### src/rtl/timer_arb_pkg.sv
// timer_arb_pkg: shared defaults and FSM state encoding for the timer arbiter
package timer_arb_pkg;
  localparam int N_REQ_DEF = 4;
  localparam int CNT_W_DEF = 29;
  typedef enum logic [1:0] {
    S_IDLE  = 2'd0,
    S_COUNT = 2'd1,
    S_DONE  = 2'd2
  } state_e;
endpackage

### src/rtl/delay_counter.sv
// delay_counter: loadable down-counter whose terminal flag marks the last counting cycle
module delay_counter
  import timer_arb_pkg::*;
#(
  parameter int CNT_W = CNT_W_DEF
) (
  input  logic             clk,
  input  logic             reset_n,
  input  logic             load_i,
  input  logic             en_i,
  input  logic             clr_i,
  input  logic [CNT_W-1:0] val_i,
  output logic             term_o
);
  logic [CNT_W-1:0] cnt_q, cnt_d;
  // a zero delay is stretched to one tick; decrement stops at 1 so the count never wraps
  always_comb begin
    cnt_d = clr_i ? '0
          : load_i ? ((val_i == '0) ? CNT_W'(1) : val_i)
          : (en_i && cnt_q > CNT_W'(1)) ? cnt_q - CNT_W'(1)
          : cnt_q;
  end
  always_ff @(posedge clk) begin
    if (!reset_n) cnt_q <= '0;
    else cnt_q <= cnt_d;
  end
  assign term_o = cnt_q == CNT_W'(1);
endmodule

### src/rtl/timer_arbiter.sv
// timer_arbiter: round-robin arbitration of one shared delay counter among N_REQ requesters
module timer_arbiter
  import timer_arb_pkg::*;
#(
  parameter int N_REQ = N_REQ_DEF,
  parameter int CNT_W = CNT_W_DEF,
  localparam int GW = (N_REQ > 1) ? $clog2(N_REQ) : 1
) (
  input  logic                   clk,
  input  logic                   reset_n,
  input  logic [N_REQ-1:0]       req,
  input  logic [N_REQ*CNT_W-1:0] ticks_in,
  input  logic [N_REQ-1:0]       cancel,
  output logic [N_REQ-1:0]       done,
  output logic                   busy,
  output logic [GW-1:0]          grant_id
);
  state_e state_q, state_d;
  logic [GW-1:0] grant_q, grant_d, last_q, last_d, win, idx;
  logic [CNT_W-1:0] tk [N_REQ];
  logic load, en, clr, term;
  genvar i;
  for (i = 0; i < N_REQ; i++) begin : g_tk
    assign tk[i] = ticks_in[i*CNT_W +: CNT_W];
  end
  // scan downward so the requester nearest after last_q overrides all others
  always_comb begin
    win = last_q;
    idx = '0;
    for (int k = N_REQ; k >= 1; k--) begin
      idx = GW'((int'(last_q) + k) % N_REQ);
      if (req[idx]) win = idx;
    end
  end
  always_comb begin
    state_d = state_q;
    grant_d = grant_q;
    last_d  = last_q;
    load    = 1'b0;
    en      = 1'b0;
    clr     = 1'b0;
    case (state_q)
      S_IDLE: if (|req) begin
        state_d = S_COUNT;
        grant_d = win;
        last_d  = win;
        load    = 1'b1;
      end
      S_COUNT: if (cancel[grant_q] || !req[grant_q]) begin
        state_d = S_IDLE;
        clr     = 1'b1;
      end else if (term) begin
        state_d = S_DONE;
        clr     = 1'b1;
      end else en = 1'b1;
      default: state_d = S_IDLE;
    endcase
  end
  always_ff @(posedge clk) begin
    if (!reset_n) begin
      state_q <= S_IDLE;
      grant_q <= '0;
      last_q  <= GW'(N_REQ - 1);
    end else begin
      state_q <= state_d;
      grant_q <= grant_d;
      last_q  <= last_d;
    end
  end
  delay_counter #(.CNT_W(CNT_W)) u_cnt (
    .clk    (clk),
    .reset_n(reset_n),
    .load_i (load),
    .en_i   (en),
    .clr_i  (clr),
    .val_i  (tk[win]),
    .term_o (term)
  );
  assign done     = (state_q == S_DONE) ? N_REQ'(1) << grant_q : '0;
  assign busy     = state_q != S_IDLE;
  assign grant_id = grant_q;
endmodule

### config.mk
export PLATFORM = sky130hd
export DESIGN_NAME = timer_arbiter
export DESIGN_NICKNAME = d
export VERILOG_FILES = /design/src/rtl/timer_arb_pkg.sv /design/src/rtl/delay_counter.sv /design/src/rtl/timer_arbiter.sv
export SDC_FILE = /design/constraint.sdc
export NUM_CORES = 1
export LEC_CHECK = 0
export CORE_MARGIN = 4
export CORE_UTILIZATION = 35
export CTS_CLUSTER_DIAMETER = 30
export CTS_CLUSTER_SIZE = 40
export DETAILED_ROUTE_END_ITERATION = 8
export PLACE_DENSITY = 0.71
export SYNTH_ARGS = -nofsm -noshare
export SYNTH_HDL_FRONTEND = slang
export SYNTH_SLANG_ARGS = --single-unit
### constraint.sdc
create_clock -name clk -period 2.5 [get_ports clk]
set_input_delay 0.5 -clock clk [delete_from_list [all_inputs] [get_ports clk]]
set_output_delay 0.5 -clock clk [all_outputs]
set_load 0.01 [all_outputs]
==> out/qor.yml, run 1 <==
grt_pass1_wl_um: 19700
max_slew_margin_pct: 29.3
ctsRootBufferMaster: "clkbuf_8"
areaGrowthSynthToFinish_pct: 89.9
synth_flop_cell: "dfxtp_1"
ys_seq_area_share_pct: 22.8
clock_latency_ns: 0.29
syn_nets: 543
p_per_area_nw_per_um2: 573
worstHoldPathType: "flip-flop to flip-flop"
p_total_mw: 3.35
rsz0062_at_grt: "true"
crit_start: "u_cnt.cnt_q[4]$_SDFFE_PP0P_"
die_w_um: 102
ys.warnings.count: 0
ant_nets: 0
routabilityCongestion: 0.923
pre_cts_ws_ns: -0.782
diodes: 0
arrival_ns: 2.72
dr.pass1.iters: 5
die_h_um: 102
port_buffers: 132
grt_pass1_vias: 4220
numCtsBuffers: 5
post-route-period-util_pct: 102
max_stage_delay_ns: 0.56
coreArea_um2: 8380
final_hold_viol_count: 0
syn_area_um2: 3070
finClkSkew_ns: 0.00640
crit_required_ns: 2.68
synth_seq_cells: 35
hpwl_um: 9890
synthCells: 415
vias: 4321
p_leak_nw: 2.32
boundaryPins: 133
die_area_um2: 10300
drive_above_1_share_pct: 31.8
cts_tree: "done"
synthDistinctLibCells: 49
synth-edff-count: 0
worst-slew-pin-transition_ns: 1.06
htree_levels: 2
cts_buffer_depth: 2
worst-path-buf-inv: 1
status: "finished, violations left"
drv_cap: 0
viasPerCell: 5.89
critPathLaunchType: "flip-flop"
slew_viol_final: 0
end_kind: "flip-flop"
synthArstFlopShare_pct: 0
path_common_cell: "or4_4"
max_freq_mhz: 394
crit_type: "flip-flop to flip-flop"
r2r_end: "u_cnt.cnt_q[28]$_SDFFE_PP0P_"
grt_use_total_pct: 23.8
drt_iter0_markers: 275
clock_sinks: 35
wl_per_cell_um: 18.1
setup_viol: 6
crit_cells: 8
overflow: 0
postLayoutCoreUtil_pct: 69.6
antenna_found_initial: 0
r2r_start: "u_cnt.cnt_q[4]$_SDFFE_PP0P_"
wl_um: 13300
tns_ns: -0.122
nNetsFinal: 755
fin_ws_ns: -0.0410
place_inst: 715
hold_buffers: 0
min_period_ns: 2.54
critPathCapture: "u_cnt.cnt_q[28]$_SDFFE_PP0P_"
crit_family: "simple AND/OR/NAND/NOR gates"
ff2ff_path_depth: 8
clkSlewWorstSetupHoldPaths_ns: 0.07
final_common_cell: "clkdlybuf4s50_1"
path_cells: "or4_4, nor4_4, buf_4, o2111ai_4, or4_4, o31a_1, o31ai_2, nor2_1"
instances_no_fill: 733
fp-row-count: 33
crit_fanout: 2
violations: "setup timing"
worst_path_max_delay_cell: "or4_4"
syn_avg_cell_area_um2: 7.40
drc_errors: 0
ir_drop_v: 0.000251
rrSetupSlack_ns: -0.04
final_cell_mix: "clkdlybuf4s50_1 (124), buf_4 (96), and3_1 (57)"
grt_max_degree: 48
initial_core_util_pct: 36.7
how the worst min path moves through the flow:
stage | startpoint | end | slack (ns) | cells after the start
5_1_grt | u_cnt.cnt_q[15]$_SDFFE_PP0P_ | u_cnt.cnt_q[15]$_SDFFE_PP0P_ | 0.48 | 2
2_1_floorplan | u_cnt.cnt_q[15]$_SDFFE_PP0P_ | u_cnt.cnt_q[15]$_SDFFE_PP0P_ | 0.44 | 2
3_5_place_dp | u_cnt.cnt_q[15]$_SDFFE_PP0P_ | u_cnt.cnt_q[15]$_SDFFE_PP0P_ | 0.46 | 2
4_1_cts | u_cnt.cnt_q[15]$_SDFFE_PP0P_ | u_cnt.cnt_q[15]$_SDFFE_PP0P_ | 0.47 | 2
6_report | u_cnt.cnt_q[15]$_SDFFE_PP0P_ | u_cnt.cnt_q[15]$_SDFFE_PP0P_ | 0.47 | 2
3_3_place_gp | u_cnt.cnt_q[15]$_SDFFE_PP0P_ | u_cnt.cnt_q[15]$_SDFFE_PP0P_ | 0.45 | 2
where the power goes:
group | switching [mW] | leakage, nW | internal (mW)
Clock | 0.204 | 0.0422 | 0.196
Combinational | 1.07 | 1.99 | 1.11
Sequential | 0.105 | 0.289 | 0.654
Total | 1.38 | 2.32 | 1.96
per-stage QoR:
step / hold slack (ns) / cell area [um^2]
final: 0.474 / 5830
after CTS: 0.473 / 5530
after global routing: 0.485 / 5830
after detailed placement: 0.459 / 5260
after global placement: 0.453 / 5260
after floorplan: 0.438 / 3080
worst reg2reg max path: stages, from the launching register on:
cell       delay [ns]
dfxtp_1          0.31
or4_4            0.56
nor4_4           0.27
buf_4            0.19
o2111ai_4        0.12
or4_4            0.45
o31a_1           0.27
o31ai_2          0.19
nor2_1           0.06
kinds of logic (layout without fill, tap and decap cells):
| logic type | after synthesis | in the layout | synth area share, % |
|---|---|---|---|
| and+or+nand+nor | 182 | 182 | 34.9 |
| AOI/OAI and AO/OA | 145 | 145 | 32.6 |
| buffers and inverters | 41 | 254 | 5.37 |
| DFF | 35 | 35 | 22.8 |
| xor gates and xnor gates | 5 | 5 | 1.43 |
| muxes | 5 | 5 | 2.08 |
| adders and majority gates | 2 | 2 | 0.814 |
cell type report:
type                    count  area [um^2]
multi-input cells         339         2630
fillers                   623         2550
repair buffers            242         2270
flip-flops and latches     35          703
well taps                 105          131
clock buffers               7         76.3
inverters                   4         15.0
clock inverters             1         5.00
routing by layer:
metal | wire (um) | track usage [%] | vias up
li1 | - | - | 2061
met1 | 5670 | 30.4 | 2032
met2 | 6360 | 40.0 | 200
met3 | 828 | 4.13 | 28
met4 | 387 | 9.10 | 0
met5 | 0 | 0 | -
synthesized netlist by cell type (4+ instances only):
| master | n | share of area (%) |
|---|---|---|
| buf_2 | 6 | 0.98 |
| o21ai_0 | 10 | 1.6 |
| or4_1 | 7 | 1.7 |
| nand3_1 | 9 | 1.5 |
| nand2b_1 | 6 | 1.2 |
| a211oi_1 | 60 | 15 |
| dfxtp_1 | 35 | 23 |
| nor4_1 | 12 | 2.4 |
| a21oi_1 | 21 | 3.4 |
| o22ai_1 | 13 | 2.6 |
| or3_1 | 12 | 2.4 |
| buf_1 | 4 | 0.49 |
| o311ai_0 | 4 | 1.1 |
| o32a_1 | 4 | 1.3 |
| and3_1 | 58 | 12 |
| nor2_1 | 36 | 4.4 |
| nor3_1 | 12 | 2.0 |
| clkbuf_1 | 26 | 3.2 |
| o211ai_1 | 11 | 2.7 |
| nand2_1 | 10 | 1.2 |
| inv_1 | 4 | 0.49 |
| a31oi_1 | 9 | 1.8 |
sequential cells by signal, indices dropped and copies added (netlist names):
name,flops
grant_id,2
last_q,2
state_q,2
u_cnt.cnt_q,29
what timing repair did:
item / in CTS / in global routing
pin swaps: 13 / 22
resized for setup: 54 / 48
setup buffers: 6 / 3
cloned: 0 / 1
setup endpoints to repair: 18 / 29
Note: power is estimated with default switching activity, not from simulation.
==> run 2, diff against run 1 <==
--- a/config.mk
+++ b/config.mk
@@ -6,4 +6,5 @@
 export NUM_CORES = 1
 export LEC_CHECK = 0
+export ABC_AREA = 1
 export CORE_MARGIN = 4
 export CORE_UTILIZATION = 35
@@ -11,5 +12,5 @@
 export CTS_CLUSTER_SIZE = 40
 export DETAILED_ROUTE_END_ITERATION = 8
-export PLACE_DENSITY = 0.71
+export PLACE_DENSITY = 0.67
 export SYNTH_ARGS = -nofsm -noshare
 export SYNTH_HDL_FRONTEND = slang
==> constraint.sdc (replaced) <==
create_clock -name clk -period 2.5 [get_ports clk]
set_input_delay 0.5 -clock clk [delete_from_list [all_inputs] [get_ports clk]]
set_output_delay 0.5 -clock clk [all_outputs]
set_load 0.005 [all_outputs]
==> out/qor.yml, run 2 <==
status: "completed"
drt_iter0_markers: 373  # +36%
ys_seq_area_share_pct: 18.7  # -4.1 points
fin_ws_ns: 0.0916  # +0.133 ns
hold-path-endpoint: "u_cnt.cnt_q[9]$_SDFFE_PP0P_"
p_per_area_nw_per_um2: 1860  # +220%
slew_viol_final: 0  # unchanged
r2r_end: "u_cnt.cnt_q[24]$_SDFFE_PP0P_"
rrSetupSlack_ns: 0.09  # +0.13 ns
fin_area_um2: 6100  # +4.6%
final_cell_mix: "nand2_1 (194), clkdlybuf4s50_1 (128), nand3_1 (122)"
grt_pass1_vias: 5201  # +23%
clock_latency_ns: 0.29  # about the same
postLayoutCoreUtil_pct: 58.9  # -11 points
synth_most_common_cell: "nand2_1"
r2r_start: "u_cnt.cnt_q[2]$_SDFFE_PP0P_"
grt_max_degree: 29  # -40%
arrival_ns: 2.57  # -0.15 ns
ys_top_cells_by_count: "nand2_1 (198), nand3_1 (123), inv_1 (72), nor2_1 (55), dfxtp_1 (35)"
synth_compound_area_share_pct: 16.3  # -16 points
crit_fanout: 8  # +6
vias: 5244  # +21%
coreArea_um2: 10400  # +24%
ant_nets: 0  # unchanged
synth_seq_cells: 35  # unchanged
yosys.area_share.simple_pct: 50.0  # +15 points
grt_use_total_pct: 23.9  # +0.061 points
pre_cts_ws_ns: -0.354  # +0.428 ns
ys_top_cells_by_area: "nand2_1 (20%), dfxtp_1 (19%), nand3_1 (16%), inv_1 (7.2%), nor2_1 (5.5%)"
diodes: 0  # unchanged
finClkSkew_ns: 0.00564  # -0.000767 ns
yosysTopAreaCell: "nand2_1"
drive_above_1_share_pct: 16.5  # -15 points
final_hold_viol_count: 0  # unchanged
post-route-period-util_pct: 96.3  # -5.3 points
clock_sinks: 35  # unchanged
synthDistinctLibCells: 37  # -24%
initial_core_util_pct: 36.0  # -0.62 points
ir_drop_v: 0.00107  # +330%
hpwl_um: 12100  # +22%
areaGrowthSynthToFinish_pct: 63.3
nNetsFinal: 1011  # +34%
routabilityCongestion: 0.923  # about the same
max_freq_mhz: 415  # +5.5%
synthArstFlopShare_pct: 0  # unchanged
end_kind: "flip-flop"
syn_nets: 808  # +49%
setup_viol: 0  # -6
worstHoldPathType: "flip-flop to flip-flop"
max_stage_delay_ns: 0.35  # -0.21 ns
hp-start: "u_cnt.cnt_q[9]$_SDFFE_PP0P_"
synthCells: 680  # +64%
synth_top_area_share_pct: 19.9  # -2.9 points
die_area_um2: 12400  # +20%
worst_path_max_delay_cell: "dfxtp_4"
overflow: 0  # unchanged
seq_area_um2: 711  # +1.1%
crit_required_ns: 2.67  # about the same
hold_depth: 2  # unchanged
cts_buffer_depth: 2  # unchanged
fillers: 1042  # +67%
cts_tree: "done"
port_buffers: 132  # unchanged
multi_input_area_um2: 2580  # -1.8%
top_register: "u_cnt.cnt_q"
crit_type: "flip-flop to flip-flop"
drv_cap: 0  # unchanged
htree_levels: 2  # unchanged
viasPerCell: 5.15  # -13%
ff2ff_path_depth: 17  # +9
place_area_um2: 5780  # +9.8%
ys.warnings.count: 0  # unchanged
wl_um: 15400  # +16%
die_w_um: 111  # +9.5%
boundaryPins: 133  # unchanged
ctsRootBufferMaster: "clkbuf_8"
syn_area_um2: 3740  # +22%
max_slew_margin_pct: 74.3  # +45 points
grt_pass1_wl_um: 24700  # +25%
min_period_ns: 2.41  # -0.133 ns
synth-edff-count: 0  # unchanged
synth_xor_area_share_pct: 0.937  # -0.49 points
final_common_cell: "nand2_1"
largest_reg_flops: 29  # unchanged
fp-row-count: 37  # +12%
drc_errors: 0  # unchanged
path_cells: "nor2_2, inv_2, nor2_2, nand3_2, nor2_4, nand2_2, nor2_4, inv_2, nor2_4, inv_2, nor3_4, nand2_2, a21oi_2, inv_2, buf_4, o21ai_1, a31oi_1"
tns_ns: 0  # +0.122 ns
path_common_cell: "inv_2"
antenna_found_initial: 0  # unchanged
synthAdderAreaFrac_pct: 0.670  # -0.14 points
yosys-mux-area-fraction_pct: 0  # -2.1 points
wl_per_cell_um: 15.1  # -17%
p_leak_nw: 2.88  # +24%
clkSlewWorstSetupHoldPaths_ns: 0.07  # about the same
die_h_um: 111  # +9.5%
synth_flop_cell: "dfxtp_1"
critPathLaunchType: "flip-flop"
syn_avg_cell_area_um2: 5.50  # -26%
numCtsBuffers: 5  # unchanged
dr.pass1.iters: 5  # unchanged
synth_top_family_by_area: "simple AND/OR/NAND/NOR gates"
worst-slew-pin-transition_ns: 0.383  # -0.673 ns
rsz0062_at_grt: "true"
==> run 2: changes by cell type after synthesis, moves of 10 or more <==
| cell | delta |
|---|---|
| a211oi_1 | -60 |
| a21oi_1 | +11 |
| a31oi_1 | +10 |
| and3_1 | -58 |
| clkbuf_1 | -16 |
| inv_1 | +68 |
| nand2_1 | +188 |
| nand3_1 | +114 |
| nor2_1 | +19 |
| o21ai_0 | +14 |
| o21ai_1 | +22 |
| o22ai_1 | -11 |
| or3_1 | -12 |
==> run 2: routing by layer <==
metal | share of wire [%] | GRT usage, % | vias to the layer above
li1 | - | - | 2654
met5 | 0 | 0 | -
met4 | 3.5 | 8.43 | 0
met1 | 43 | 30.0 | 2376
met2 | 48 | 41.5 | 180
met3 | 5.7 | 3.59 | 34
==> run 2: cells by family (layout without fill, tap and decap cells) <==
| group | after synthesis | in the layout |
|---|---|---|
| AO/OA/AOI/OAI | 111 | 111 |
| XOR/XNOR | 4 | 4 |
| adder cells (fa/ha/maj) | 2 | 2 |
| buffers and inverters | 111 | 314 |
| flip-flops | 35 | 35 |
| AND/OR/NAND/NOR | 417 | 417 |
==> run 2: timing repair <==
item	CTS	global route
buffers inserted	3	9
hold buffers	0	0
pin swaps	4	5
gates resized for setup	12	16
cloned	3	1
endpoints found under the setup margin	3	29
==> run 2: worst max-delay path by stage <==
stage | start | to | slack, ns | cells past startpoint
global route | req[1] | u_cnt.cnt_q[0]$_SDFFE_PP0P_ | -0.1 | 22
CTS | last_q[0]$_SDFFE_PN1P_ | u_cnt.cnt_q[0]$_SDFFE_PP0P_ | 0.09 | 22
finish | u_cnt.cnt_q[2]$_SDFFE_PP0P_ | u_cnt.cnt_q[24]$_SDFFE_PP0P_ | 0.09 | 17
detailed placement | req[2] | u_cnt.cnt_q[0]$_SDFFE_PP0P_ | -0.35 | 21
floorplan | u_cnt.cnt_q[2]$_SDFFE_PP0P_ | u_cnt.cnt_q[18]$_SDFFE_PP0P_ | 0.45 | 17
global placement | req[3] | u_cnt.cnt_q[0]$_SDFFE_PP0P_ | -0.31 | 21
==> run 2: where the power goes <==
part	switching, mW	internal, mW	leakage [nW]
Clock	0.210	0.216	0.0470
Combinational	5.22	4.49	2.55
Sequential	0.351	0.853	0.290
==> run 2: stage by stage <==
step	total power, mW	hold WS [ns]	std cells
floorplan	6.20	0.457	680
global placement	9.86	0.470	996
detailed placement	9.96	0.479	996
CTS	11.0	0.490	1009
global route	12.4	0.513	1019
finish	11.3	0.485	1019
==> run 2: area by class of cell <==
type                       count  share of cell area [%]
clock inverter                 1                  0.0820
sequential                    35                    11.6
tap                          136                    2.79
multi-input combinational    534                    42.3
timing repair buffer         229                    36.9
clock buffer                   6                    1.35
inverter                      78                    4.88
==> run 2: worst max-delay path: cells and delay by family (launching register included) <==
kind	cells	cell delay, ns
buffers and inverters	5	0.47
AOI/OAI and AO/OA	3	0.34
and+or+nand+nor	9	1.11
DFF	1	0.35
